`config.mk`:
```
export PLATFORM = sky130hd
export DESIGN_NAME = core_seq
export DESIGN_NICKNAME = d
export VERILOG_FILES = /design/src/rtl/core_pkg.sv /design/src/rtl/core_seq.sv
export SDC_FILE = /design/constraint.sdc
export NUM_CORES = 1
export LEC_CHECK = 0
export ABC_AREA = 1
export BUFFER_PORTS_ARGS = -buffer_cell sky130_fd_sc_hd__buf_4
export CAP_MARGIN = 20
export CORE_MARGIN = 2
export CORE_UTILIZATION = 40
export DETAILED_ROUTE_END_ITERATION = 10
export PLACE_DENSITY_LB_ADDON = 0.2
export SLEW_MARGIN = 20
export SYNTH_ARGS = -nofsm -noshare
export SYNTH_HDL_FRONTEND = slang
export SYNTH_SLANG_ARGS = --single-unit
```
`constraint.sdc`:
```
create_clock -name clk -period 1.5 [get_ports clk]
set_input_delay 0.15 -clock clk [delete_from_list [all_inputs] [get_ports clk]]
set_output_delay 0.15 -clock clk [all_outputs]
set_load 0.05 [all_outputs]
```
`src/rtl/core_pkg.sv`:
```
// Shared types and constants for the core_seq instruction sequencer.
package core_pkg;

    typedef enum logic [2:0] {
        FETCH  = 3'd0,
        FWAIT  = 3'd1,
        DECODE = 3'd2,
        EXEC   = 3'd3,
        WB     = 3'd4,
        HALT   = 3'd5
    } state_t;

    typedef enum logic [1:0] {
        HC_NONE    = 2'b00,
        HC_EBREAK  = 2'b01,
        HC_ILLEGAL = 2'b10,
        HC_TIMEOUT = 2'b11
    } halt_cause_t;

    localparam logic [31:0] EBREAK    = 32'h0010_0073;

    localparam logic [6:0]  OP_IMM    = 7'b0010011;
    localparam logic [6:0]  OP_REG    = 7'b0110011;
    localparam logic [6:0]  OP_LUI    = 7'b0110111;
    localparam logic [6:0]  OP_AUIPC  = 7'b0010111;
    localparam logic [6:0]  OP_JAL    = 7'b1101111;
    localparam logic [6:0]  OP_JALR   = 7'b1100111;
    localparam logic [6:0]  OP_BRANCH = 7'b1100011;
    localparam logic [6:0]  OP_LOAD   = 7'b0000011;
    localparam logic [6:0]  OP_STORE  = 7'b0100011;

    function automatic logic opcode_supported(input logic [6:0] op);
        logic ok;
        ok = 1'b0;
        case (op)
            OP_IMM, OP_REG, OP_LUI, OP_AUIPC, OP_JAL,
            OP_JALR, OP_BRANCH, OP_LOAD, OP_STORE: ok = 1'b1;
            default:                               ok = 1'b0;
        endcase
        return ok;
    endfunction

    // Branches and stores have no destination; writes to x0 are dropped.
    function automatic logic writes_rd(input logic [31:0] ins);
        return (ins[6:0] != OP_BRANCH) && (ins[6:0] != OP_STORE) && (ins[11:7] != 5'd0);
    endfunction

endpackage

```
`src/rtl/core_seq.sv`:
```
// Multi-cycle fetch/decode/execute/writeback sequencer with halt detection.
module core_seq
    import core_pkg::*;
#(
    parameter logic [31:0] RESET_PC    = 32'h8000_0000,
    parameter int unsigned EXU_TIMEOUT = 16
) (
    input  logic        clk,
    input  logic        rst,
    output logic        imem_req_valid,
    input  logic        imem_req_ready,
    output logic [31:0] imem_addr,
    input  logic        imem_rsp_valid,
    input  logic [31:0] imem_rsp_data,
    output logic [31:0] inst,
    output logic        exu_start,
    input  logic        exu_done,
    input  logic        br_taken,
    input  logic [31:0] br_target,
    output logic        rf_wen,
    output logic [31:0] pc,
    output logic        halted,
    output logic [1:0]  halt_cause,
    output logic [31:0] retired
);

    localparam int unsigned TW = (EXU_TIMEOUT > 1) ? $clog2(EXU_TIMEOUT) : 1;

    state_t        r_state;
    state_t        w_next;
    halt_cause_t   r_cause;
    halt_cause_t   w_cause_next;
    logic          r_started;
    logic [31:0]   r_pc;
    logic [31:0]   r_inst;
    logic [31:0]   r_retired;
    logic [31:0]   r_br_target;
    logic          r_br_taken;
    logic [TW-1:0] r_tmo;
    logic          w_dec_ok;
    logic          w_tmo_last;

    assign w_dec_ok   = (r_inst != EBREAK) && opcode_supported(r_inst[6:0]);
    assign w_tmo_last = (r_tmo == TW'(EXU_TIMEOUT - 1));

    // r_started keeps the request low until the first edge after reset release.
    assign imem_req_valid = (r_state == FETCH) && r_started;
    assign exu_start      = (r_state == DECODE) && w_dec_ok;
    assign rf_wen         = (r_state == WB) && writes_rd(r_inst);
    assign halted         = (r_state == HALT);
    assign halt_cause     = r_cause;
    assign imem_addr      = r_pc;
    assign pc             = r_pc;
    assign inst           = r_inst;
    assign retired        = r_retired;

    always_comb begin
        w_next       = r_state;
        w_cause_next = r_cause;
        case (r_state)
            FETCH: begin
                if (imem_req_valid && imem_req_ready) w_next = FWAIT;
            end
            FWAIT: begin
                if (imem_rsp_valid) w_next = DECODE;
            end
            DECODE: begin
                if (r_inst == EBREAK) begin
                    w_next       = HALT;
                    w_cause_next = HC_EBREAK;
                end else if (!opcode_supported(r_inst[6:0])) begin
                    w_next       = HALT;
                    w_cause_next = HC_ILLEGAL;
                end else begin
                    w_next = EXEC;
                end
            end
            EXEC: begin
                if (exu_done) begin
                    w_next = WB;
                end else if (w_tmo_last) begin
                    w_next       = HALT;
                    w_cause_next = HC_TIMEOUT;
                end
            end
            WB:      w_next = FETCH;
            HALT:    w_next = HALT;
            default: w_next = FETCH;
        endcase
    end

    always_ff @(posedge clk or negedge rst) begin
        if (!rst) begin
            r_state     <= FETCH;
            r_cause     <= HC_NONE;
            r_started   <= 1'b0;
            r_pc        <= RESET_PC;
            r_inst      <= '0;
            r_retired   <= '0;
            r_br_target <= '0;
            r_br_taken  <= 1'b0;
            r_tmo       <= '0;
        end else begin
            r_started <= 1'b1;
            r_state   <= w_next;
            r_cause   <= w_cause_next;

            if (r_state == FWAIT && imem_rsp_valid) begin
                r_inst <= imem_rsp_data;
            end

            if (r_state == EXEC) begin
                if (exu_done) begin
                    r_br_taken  <= br_taken;
                    r_br_target <= {br_target[31:2], 2'b00};
                    r_tmo       <= '0;
                end else begin
                    r_tmo <= r_tmo + 1'b1;
                end
            end else begin
                r_tmo <= '0;
            end

            if (r_state == WB) begin
                r_pc      <= r_br_taken ? r_br_target : r_pc + 32'd4;
                r_retired <= r_retired + 32'd1;
            end
        end
    end

endmodule

```
# After elaboration in Yosys (flattened, before gate mapping)
# Index checks and enable logic that the tools add are counted.
word_totals:
  output_inout_bits: 134
  word_cells: 70
  reg_bits: 137
  in_bits: 70
classes:
  eq_ne: 25
  reduce_logical: 15
  addsub: 3
  mux: 18
op_table:
  columns: ["cell", "n"]
  rows:
  - ["adder 32 x 1 -> 32 bit (second input constant)", 1]
  - ["adder 32 x 3 -> 32 bit (second input constant)", 1]
  - ["equality test 32 x 21 -> 1 bit (second input constant)", 1]
  - ["two-way mux 32 bit", 1]
  - ["inequality test 32 x 21 -> 1 bit (second input constant)", 1]
  - ["equality test 7 x 6 -> 1 bit (second input constant)", 3]
  - ["equality test 7 bit (second input constant)", 3]
  - ["two-way mux 3 bit", 6]
  - ["case mux 3 bit (5 select lines)", 1]
  - ["equality test 7 x 5 -> 1 bit (second input constant)", 2]
  - ["OR reduction 9 bit", 1]
  - ["logical AND 1 bit", 8]
  - ["two-way mux 2 bit", 4]
  - ["two-way mux 4 bit", 2]
  - ["equality test 7 x 2 -> 1 bit (second input constant)", 1]
  - ["inequality test 7 x 6 -> 1 bit (second input constant)", 1]
  - ["inequality test 7 bit (second input constant)", 1]
  - ["equality test 3 x 2 -> 1 bit (second input constant)", 2]
  - ["equality test 3 bit (second input constant)", 2]
  - ["inequality test 2 bit (second input constant)", 3]
  - ["inequality test 3 bit (second input constant)", 2]
  - ["nonzero test 5 bit", 1]
  - ["adder 4 x 1 -> 4 bit (second input constant)", 1]
  - ["equality test 4 bit (second input constant)", 1]
  - ["other kinds (9)", 11]

# Longest topological paths before layout
# Gate-level depths: netlist of run 1.
depth:
  ltp_word: 8
  depth_mapped: 10
  ltp_nobuf: 10

# Worst setup path after synthesis of run 1
# Ideal clock, no wire load.
synth_path:
  path_kind: "reg-to-output"
  from: "register r_state[2]"
  to: "output port imem_req_valid"
  arrival_ns: 1.808
  path_slack_ns: -0.458
  stages_incl_launch_ff: 4
  required_time_ns: 1.350
  n_path_buf: 0
  cell_sequence: "dfrtp_1 > inv_1 > nand2_1 > nor3b_1"
synth_via:
  elab_chain_len: 2
synth_rtl:
  columns: ["element", "line_no", "rtl"]
  rows:
  - ["start: declaration", "core_seq.sv:29", "state_t r_state;"]
  - ["start signal: assignment", "core_seq.sv:105", "r_state <= w_next;"]
  - ["zero test 3 bit", "core_seq.sv:47", "assign imem_req_valid = (r_state == FETCH) && r_started;"]
  - ["logical AND 1 bit", "core_seq.sv:47", null]
  - ["end: declaration", "core_seq.sv:10", "output logic imem_req_valid,"]
# Every way passes these cells.

# Final worst setup path of run 1
layout_path:
  from: "register r_inst[1], in the netlist inst[1]"
  to: "output port exu_start"
layout_via:
  elab_chain_len: 5
  elab_cells_between_ends: 14
  classes_between: "10 x eq/ne; 1 x mux; 3 x reduce/logical"
layout_rtl:
  columns: ["element", "line_no", "rtl"]
  rows:
  - ["start: declaration", "core_seq.sv:35", "logic [31:0] r_inst;"]
  - ["start signal: assignment", "core_seq.sv:109", "r_inst <= imem_rsp_data;"]
  - ["equality test 7 x 5 -> 1 bit, or another cell as far along", "core_pkg.sv:35", "case (op)"]
  - ["OR reduction 9 bit", "core_pkg.sv:35", null]
  - ["two-way mux 1 bit", "core_pkg.sv:35", null]
  - ["logical AND 1 bit (*)", "core_seq.sv:43", "assign w_dec_ok = (r_inst != EBREAK) && opcode_supported(r_inst[6:0]);"]
  - ["logical AND 1 bit (*)", "core_seq.sv:48", "assign exu_start = (r_state == DECODE) && w_dec_ok;"]
  - ["end: declaration", "core_seq.sv:16", "output logic exu_start,"]
# Mark *: on every way between the ends. The rest lies on a longest branch, timed or not.

==> impl_metrics.json, run 1 <==
{
  "run_status": "complete, but fails checks",
  "failed_checks": "negative setup slack",
  "final_antenna_net_count": 0,
  "yosys.cell_count.top_type": "sky130_fd_sc_hd__nand2_1",
  "clk-insertion-delay-late_ps": 420,
  "layout.filler_cells": 1592,
  "hold_viol_final": 0,
  "worst_setup_path_start_kind": "flop",
  "floorplan.core_area_sq_um": 18700,
  "floorplan.die_area_sq_um": 20100,
  "critPathArrivalTime_ps": 1560,
  "synth-edff-count": 0,
  "core.rowCount": 50,
  "die_y_microns": 142,
  "number_of_antenna_violations_at_the_first_check_in_global_routing": 0,
  "gp_routability_congestion": 0.932,
  "synth-main-ff-cell": "sky130_fd_sc_hd__dfrtp_1",
  "whs_path_depth": 4,
  "yosys-top-cells-area": "sky130_fd_sc_hd__dfrtp_1 44%, sky130_fd_sc_hd__nand2_1 19%, sky130_fd_sc_hd__nor2_1 7.1%",
  "f_max_ghz": 0.585,
  "hold_class": "primary input to flop",
  "cp_max_fo": 3,
  "register_area_share_after_synthesis": 0.445,
  "synth.cells.most_frequent": "388 x sky130_fd_sc_hd__nand2_1, 143 x sky130_fd_sc_hd__nor2_1, 134 x sky130_fd_sc_hd__dfrtp_1",
  "yosys.area.top_type_share": 0.441,
  "whs_ps": 59.8,
  "maxSlewViolCount": 0,
  "insertedDiodeCount": 0,
  "synthCells": 1047,
  "clk_root_buffer_cell": "sky130_fd_sc_hd__clkbuf_16",
  "critPathCaptureType": "output port",
  "via_per_inst": 4.91,
  "critPathMaxStageDelay_ps": 390,
  "max_cap_violations": 0,
  "finClkSkew_ps": 8.55,
  "pin_count_of_the_biggest_net_entering_global_routing": 56,
  "yosysTopAreaCell": "sky130_fd_sc_hd__dfrtp_1",
  "crit_chain": "nand2_4 > nor3_4 > nand2_2 > nand3_2 > nand2_2 > clkinvlp_4 > buf_8",
  "wl_per_cell_microns": 15.0,
  "vias_in_the_first_global_route": 7337,
  "synthesis.yosys.warnings": 0,
  "cts_buffer_depth": 2,
  "cpMaxStageDelayCell": "sky130_fd_sc_hd__dfrtp_2",
  "synth.avg_cell_area_sq_um": 7.26,
  "power.density_nw_per_um2": 2080,
  "timing.setup.critical_path_class": "flop to output port",
  "synth_area_sq_um": 7600,
  "peak_supply_drop_mv": 1.64,
  "fin_ws_ps": -208,
  "cts_tree": "built",
  "post_route_cells_drive_above_1_share": 0.374,
  "initial_utilization": 0.406,
  "totalPowerFinal_mw": 24.4,
  "postSynth.asyncResetShare": 1.00,
  "layout_worst_path_cycle_share": 1.14,
  "r2r_cells": 8,
  "synth.lib_cells_used.distinct": 36,
  "dr.first_iter.drc_count": 579,
  "detailedPlacementHpwl_microns": 16300,
  "synthToLayoutAreaGrowth_pct": 53.9,
  "drc": 0,
  "drt_pre_antenna_iters": 5,
  "num-nets-final": 1441,
  "io_pins": 204,
  "finalWorstPathRequiredPeriod_ps": 1710,
  "worstPathRequired_ps": 1350,
  "grt_use_total": 0.235,
  "ys_ff_latch": 135,
  "unrepaired_setup_endpoints_after_global_routing": "yes",
  "htree_levels": 4,
  "cpMostUsedCell": "sky130_fd_sc_hd__nand2_2",
  "p_leak_nw": 5.53,
  "drt-total-wl_microns": 24200,
  "worst_setup_hold_path_clk_slew_ps": 60,
  "grt_remaining_overflow": 0,
  "clock_sink_count": 135,
  "cts-buffers-inserted": 17,
  "die_w_microns": 142,
  "vias": 7931,
  "setup-violations-final": 22,
  "io_buffer_count": 197,
  "grt_first_pass_wirelength_microns": 37400
}
critical path, delay by kind of cell (launching register included):
family | cells | cell delay (ps)
and+or+nand+nor | 5 | 530
buffers and inverters | 2 | 210
DFF | 1 | 390
cell type report:
cell class / count / area [sq um] / share of cell area
well taps: 234 / 293 / 0.0250
clock inverters: 12 / 203 / 0.0173
multi-input cells: 762 / 3870 / 0.331
clock buffers: 19 / 443 / 0.0378
flip-flops and latches: 135 / 3450 / 0.294
inverters: 90 / 353 / 0.0301
repair buffers: 362 / 3100 / 0.265
registers in the layout, summed over array words and instances (netlist names):
signal / cells
r_br_taken: 1
r_state: 3
inst: 32
r_tmo: 4
halt_cause: 2
imem_addr: 30
r_br_target: 30
retired: 32
r_started: 1
final timing paths:
kind | start | end | slack [ps]
worst max-delay path | inst[1]$_DFFE_PN0P_ | exu_start | -210
worst min-delay path | exu_done | r_tmo[1]$_DFF_PN0_ | 60
worst max register to register | r_state[0]$_DFFE_PN0P_ | halt_cause[1]$_DFFE_PN0P_ | -30
worst min register to register | r_tmo[0]$_DFF_PN0_ | r_tmo[0]$_DFF_PN0_ | 470
max in group asynchronous | rst | imem_addr[31]$_DFFE_PN1N_ | 850
min in group asynchronous | rst | retired[17]$_DFFE_PN0N_ | 280
per-stage QoR:
| stage | instances | utilization | setup TNS (ps) | instance area, sq um | worst slack (ps) |
|---|---|---|---|---|---|
| finish | 1614 | 0.626 | -915 | 11700 | -208 |
| CTS | 1575 | 0.590 | -599 | 11000 | -193 |
| global placement | 1470 | 0.512 | 0 | 9590 | 19.4 |
| floorplan | 1050 | - | 0 | 7760 | 5.76 |
| detailed placement | 1470 | 0.512 | -369 | 9590 | -36.8 |
| global route | 1614 | 0.626 | -3380 | 11700 | -283 |
cell families (layout without fill, tap and decap cells):
group | after synthesis | in the layout | share of synthesized area
xor+xnor | 17 | 17 | 0.0196
compound gates | 82 | 82 | 0.0560
buf+inv | 153 | 483 | 0.100
flops | 135 | 135 | 0.445
other cells | 2 | 5 | 0.000988
mux | 25 | 25 | 0.0370
simple gates | 630 | 630 | 0.337
fa+ha+maj | 3 | 3 | 0.00494
what timing repair did:
action,in CTS,in global routing
cloned,0,3
hold buffers,64,0
buffers inserted,10,37
hold endpoints to repair,197,0
resized for setup,23,108
endpoints found under the setup margin,21,90
pin swaps,4,27
per-layer routing:
layer / share of wire / global-route usage
met1: 0.43 / 0.317
met2: 0.48 / 0.377
met3: 0.069 / 0.0553
met4: 0.019 / 0.0737
met5: 0 / 0
layout by cell type, fill, tap and decap left out, types with 35 or more instances in the layout:
cell type / netlist / final
sky130_fd_sc_hd__nand3_1: 59 / 53
sky130_fd_sc_hd__buf_4: 38 / 270
sky130_fd_sc_hd__nand2_1: 388 / 365
sky130_fd_sc_hd__dlygate4sd3_1: 0 / 64
sky130_fd_sc_hd__o21ai_0: 41 / 39
sky130_fd_sc_hd__dfrtp_2: 0 / 53
sky130_fd_sc_hd__nor2_2: 8 / 35
sky130_fd_sc_hd__dfrtp_1: 134 / 81
sky130_fd_sc_hd__nor2_1: 143 / 100
sky130_fd_sc_hd__inv_1: 86 / 78
power breakdown:
| group | switching (mW) | leakage [nW] | internal, mW | total [mW] |
|---|---|---|---|---|
| registers | 1.32 | 1.62 | 5.09 | 6.41 |
| logic | 8.62 | 3.60 | 4.68 | 13.3 |
| clock network | 1.66 | 0.313 | 2.99 | 4.65 |
Power figures use the tool's default switching activity.
==> inputs of run 2 (changes only) <==
- REMOVE_ABC_BUFFERS: unset -> 1
==> impl_metrics.json, run 2 (same netlist as run 1, synthesis figures left out) <==
{
  "maxSlewViolCount": 0,
  "floorplan.core_area_sq_um": 18700,
  "grt_first_pass_wirelength_microns": 35900,
  "htree_levels": 4,
  "timing.setup.critical_path_class": "flop to output port",
  "run_status": "complete, but fails checks",
  "num-nets-final": 1454,
  "totalPowerFinal_mw": 23.5,
  "final_antenna_net_count": 0,
  "vias_in_the_first_global_route": 7326,
  "placed_cells": 1500,
  "total_neg_setup_slack_ps": -615,
  "power.density_nw_per_um2": 2030,
  "drt-total-wl_microns": 22800,
  "die_y_microns": 142,
  "power.share.combinational": 0.552,
  "setup-violations-final": 6,
  "power.share.sequential": 0.265,
  "dr.first_iter.drc_count": 385,
  "worstPathRequired_ps": 1350,
  "peak_supply_drop_mv": 1.52,
  "min_from": "exu_done",
  "hold_viol_final": 0,
  "via_per_inst": 4.77,
  "clock_sink_count": 135,
  "gp_routability_congestion": 0.910,
  "layout_worst_path_cycle_share": 1.13,
  "stdcell_count": 1628,
  "max_cap_violations": 0,
  "drc": 0,
  "vias": 7761,
  "failed_checks": "negative setup slack",
  "pin_count_of_the_biggest_net_entering_global_routing": 49,
  "p_leak_nw": 5.57,
  "critPathCaptureType": "output port",
  "initial_utilization": 0.406,
  "finish.utilization": 0.618,
  "synthToLayoutAreaGrowth_pct": 52.0,
  "power.clock.fraction": 0.183,
  "drt_pre_antenna_iters": 5,
  "most-common-layout-cells": "363 x sky130_fd_sc_hd__nand2_1, 292 x sky130_fd_sc_hd__buf_4, 119 x sky130_fd_sc_hd__dfrtp_1, 93 x sky130_fd_sc_hd__nor2_1, 81 x sky130_fd_sc_hd__inv_1",
  "r2r_cells": 10,
  "f_max_ghz": 0.592,
  "whs_endpoint": "r_tmo[1]$_DFF_PN0_",
  "post_route_cells_drive_above_1_share": 0.353,
  "clk_root_buffer_cell": "sky130_fd_sc_hd__clkbuf_16",
  "multi_input_area_sq_um": 3820,
  "cts_buffer_depth": 2,
  "insertedDiodeCount": 0,
  "cts_tree": "built",
  "die_w_microns": 142,
  "detailedPlacementHpwl_microns": 16000,
  "floorplan.die_area_sq_um": 20100,
  "clk-insertion-delay-late_ps": 420,
  "sequential_cell_area_sq_um": 3400,
  "worst_setup_hold_path_clk_slew_ps": 60,
  "finalWorstPathRequiredPeriod_ps": 1690,
  "critPathMaxStageDelay_ps": 440,
  "cts-buffers-inserted": 17,
  "final_common_cell": "sky130_fd_sc_hd__nand2_1",
  "wl_per_cell_microns": 14.0,
  "final_cell_area_sq_um": 11600,
  "hold_class": "primary input to flop",
  "grt_use_total": 0.225,
  "cp_max_fo": 4,
  "crit_chain": "o21ai_0 > nand3_1 > nand3_2 > nand2_2 > inv_2 > buf_8",
  "r2r-start": "r_state[1]$_DFFE_PN0P_",
  "cell_internal_pwr_mw": 12.2,
  "switching_power_as_a_share_of_total_power": 0.480,
  "dpl_cell_area_sq_um": 9660,
  "grt_remaining_overflow": 0,
  "io_buffer_count": 197,
  "finClkSkew_ps": 9.99,
  "worst-r2r-setup-slack_ps": -90,
  "io_pins": 204,
  "fin_ws_ps": -188,
  "whs_path_depth": 4,
  "switching_power_mw": 11.3,
  "unrepaired_setup_endpoints_after_global_routing": "yes",
  "rr_endpoint": "retired[17]$_DFFE_PN0N_",
  "core.rowCount": 50,
  "cpMaxStageDelayCell": "sky130_fd_sc_hd__dfrtp_2",
  "layout.filler_cells": 1643,
  "worst_setup_path_start_kind": "flop",
  "critPathArrivalTime_ps": 1540,
  "number_of_antenna_violations_at_the_first_check_in_global_routing": 0
}
[run 2: cell types whose count changed in the layout (fill, tap and decap cells not counted), sizes merged]
cell      change
clkinvlp      +1
inv           +2
clkinv        -1
clkbuf        -2
buf          +16
bufinv        -2
[run 2: worst max path at each step]
stage | from | endpoint | slack, ps | cells past startpoint
after floorplan | r_state[0]$_DFFE_PN0P_ | rf_wen | -1000 | 5
after global placement | imem_addr[4]$_DFFE_PN0N_ | imem_addr[15]$_DFFE_PN0N_ | 30 | 9
after detailed placement | imem_addr[4]$_DFFE_PN0N_ | imem_addr[15]$_DFFE_PN0N_ | -20 | 9
after CTS | inst[1]$_DFFE_PN0P_ | exu_start | -190 | 7
after global routing | inst[5]$_DFFE_PN0P_ | exu_start | -270 | 7
final | inst[2]$_DFFE_PN0P_ | exu_start | -190 | 6
[run 2: final cells by class]
class / count / share of cell area
tap: 234 / 0.0253
multi-input combinational: 762 / 0.331
sequential: 135 / 0.294
inverter: 90 / 0.0297
clock inverter: 12 / 0.0132
timing repair buffer: 375 / 0.269
clock buffer: 20 / 0.0387
[run 2: repair_timing]
action | CTS | global route
pin swaps | 7 | 32
hold buffers | 64 | 0
setup buffers | 7 | 25
hold endpoints to repair | 197 | 0
setup endpoints to repair | 33 | 64
resized for setup | 17 | 126
[run 2: stage by stage]
stage,hold slack [ps],worst slack (ps)
2_1_floorplan,-146,-1000
5_1_grt,77.2,-274
3_5_place_dp,-0.857,-15.2
4_1_cts,43.5,-192
3_3_place_gp,-0.849,26.3
6_report,54.4,-188
[run 2: metal layers]
layer | up-vias | global-route usage | part of all wire
met5 | - | 0 | 0
met2 | 183 | 0.368 | 0.49
met1 | 3653 | 0.307 | 0.45
met3 | 19 | 0.0483 | 0.043
met4 | 0 | 0.0547 | 0.010
li1 | 3906 | - | -
[run 2: power groups by stage]
stage	sequential, mW	combinational, mW	clock [mW]
5_1_grt	6.38	13.8	4.55
2_1_floorplan	10.5	3.09	0
6_report	6.24	13.0	4.30
3_3_place_gp	6.12	11.9	0
4_1_cts	6.12	12.4	4.38
3_5_place_dp	6.16	12.0	0
[run 2: critical path, delay by kind of cell, from the launching register on]
family                 cells  cell delay (ps)
flip-flops                 1              440
AND/OR/NAND/NOR            3              290
buffers and inverters      2              210
AO/OA/AOI/OAI              1              190
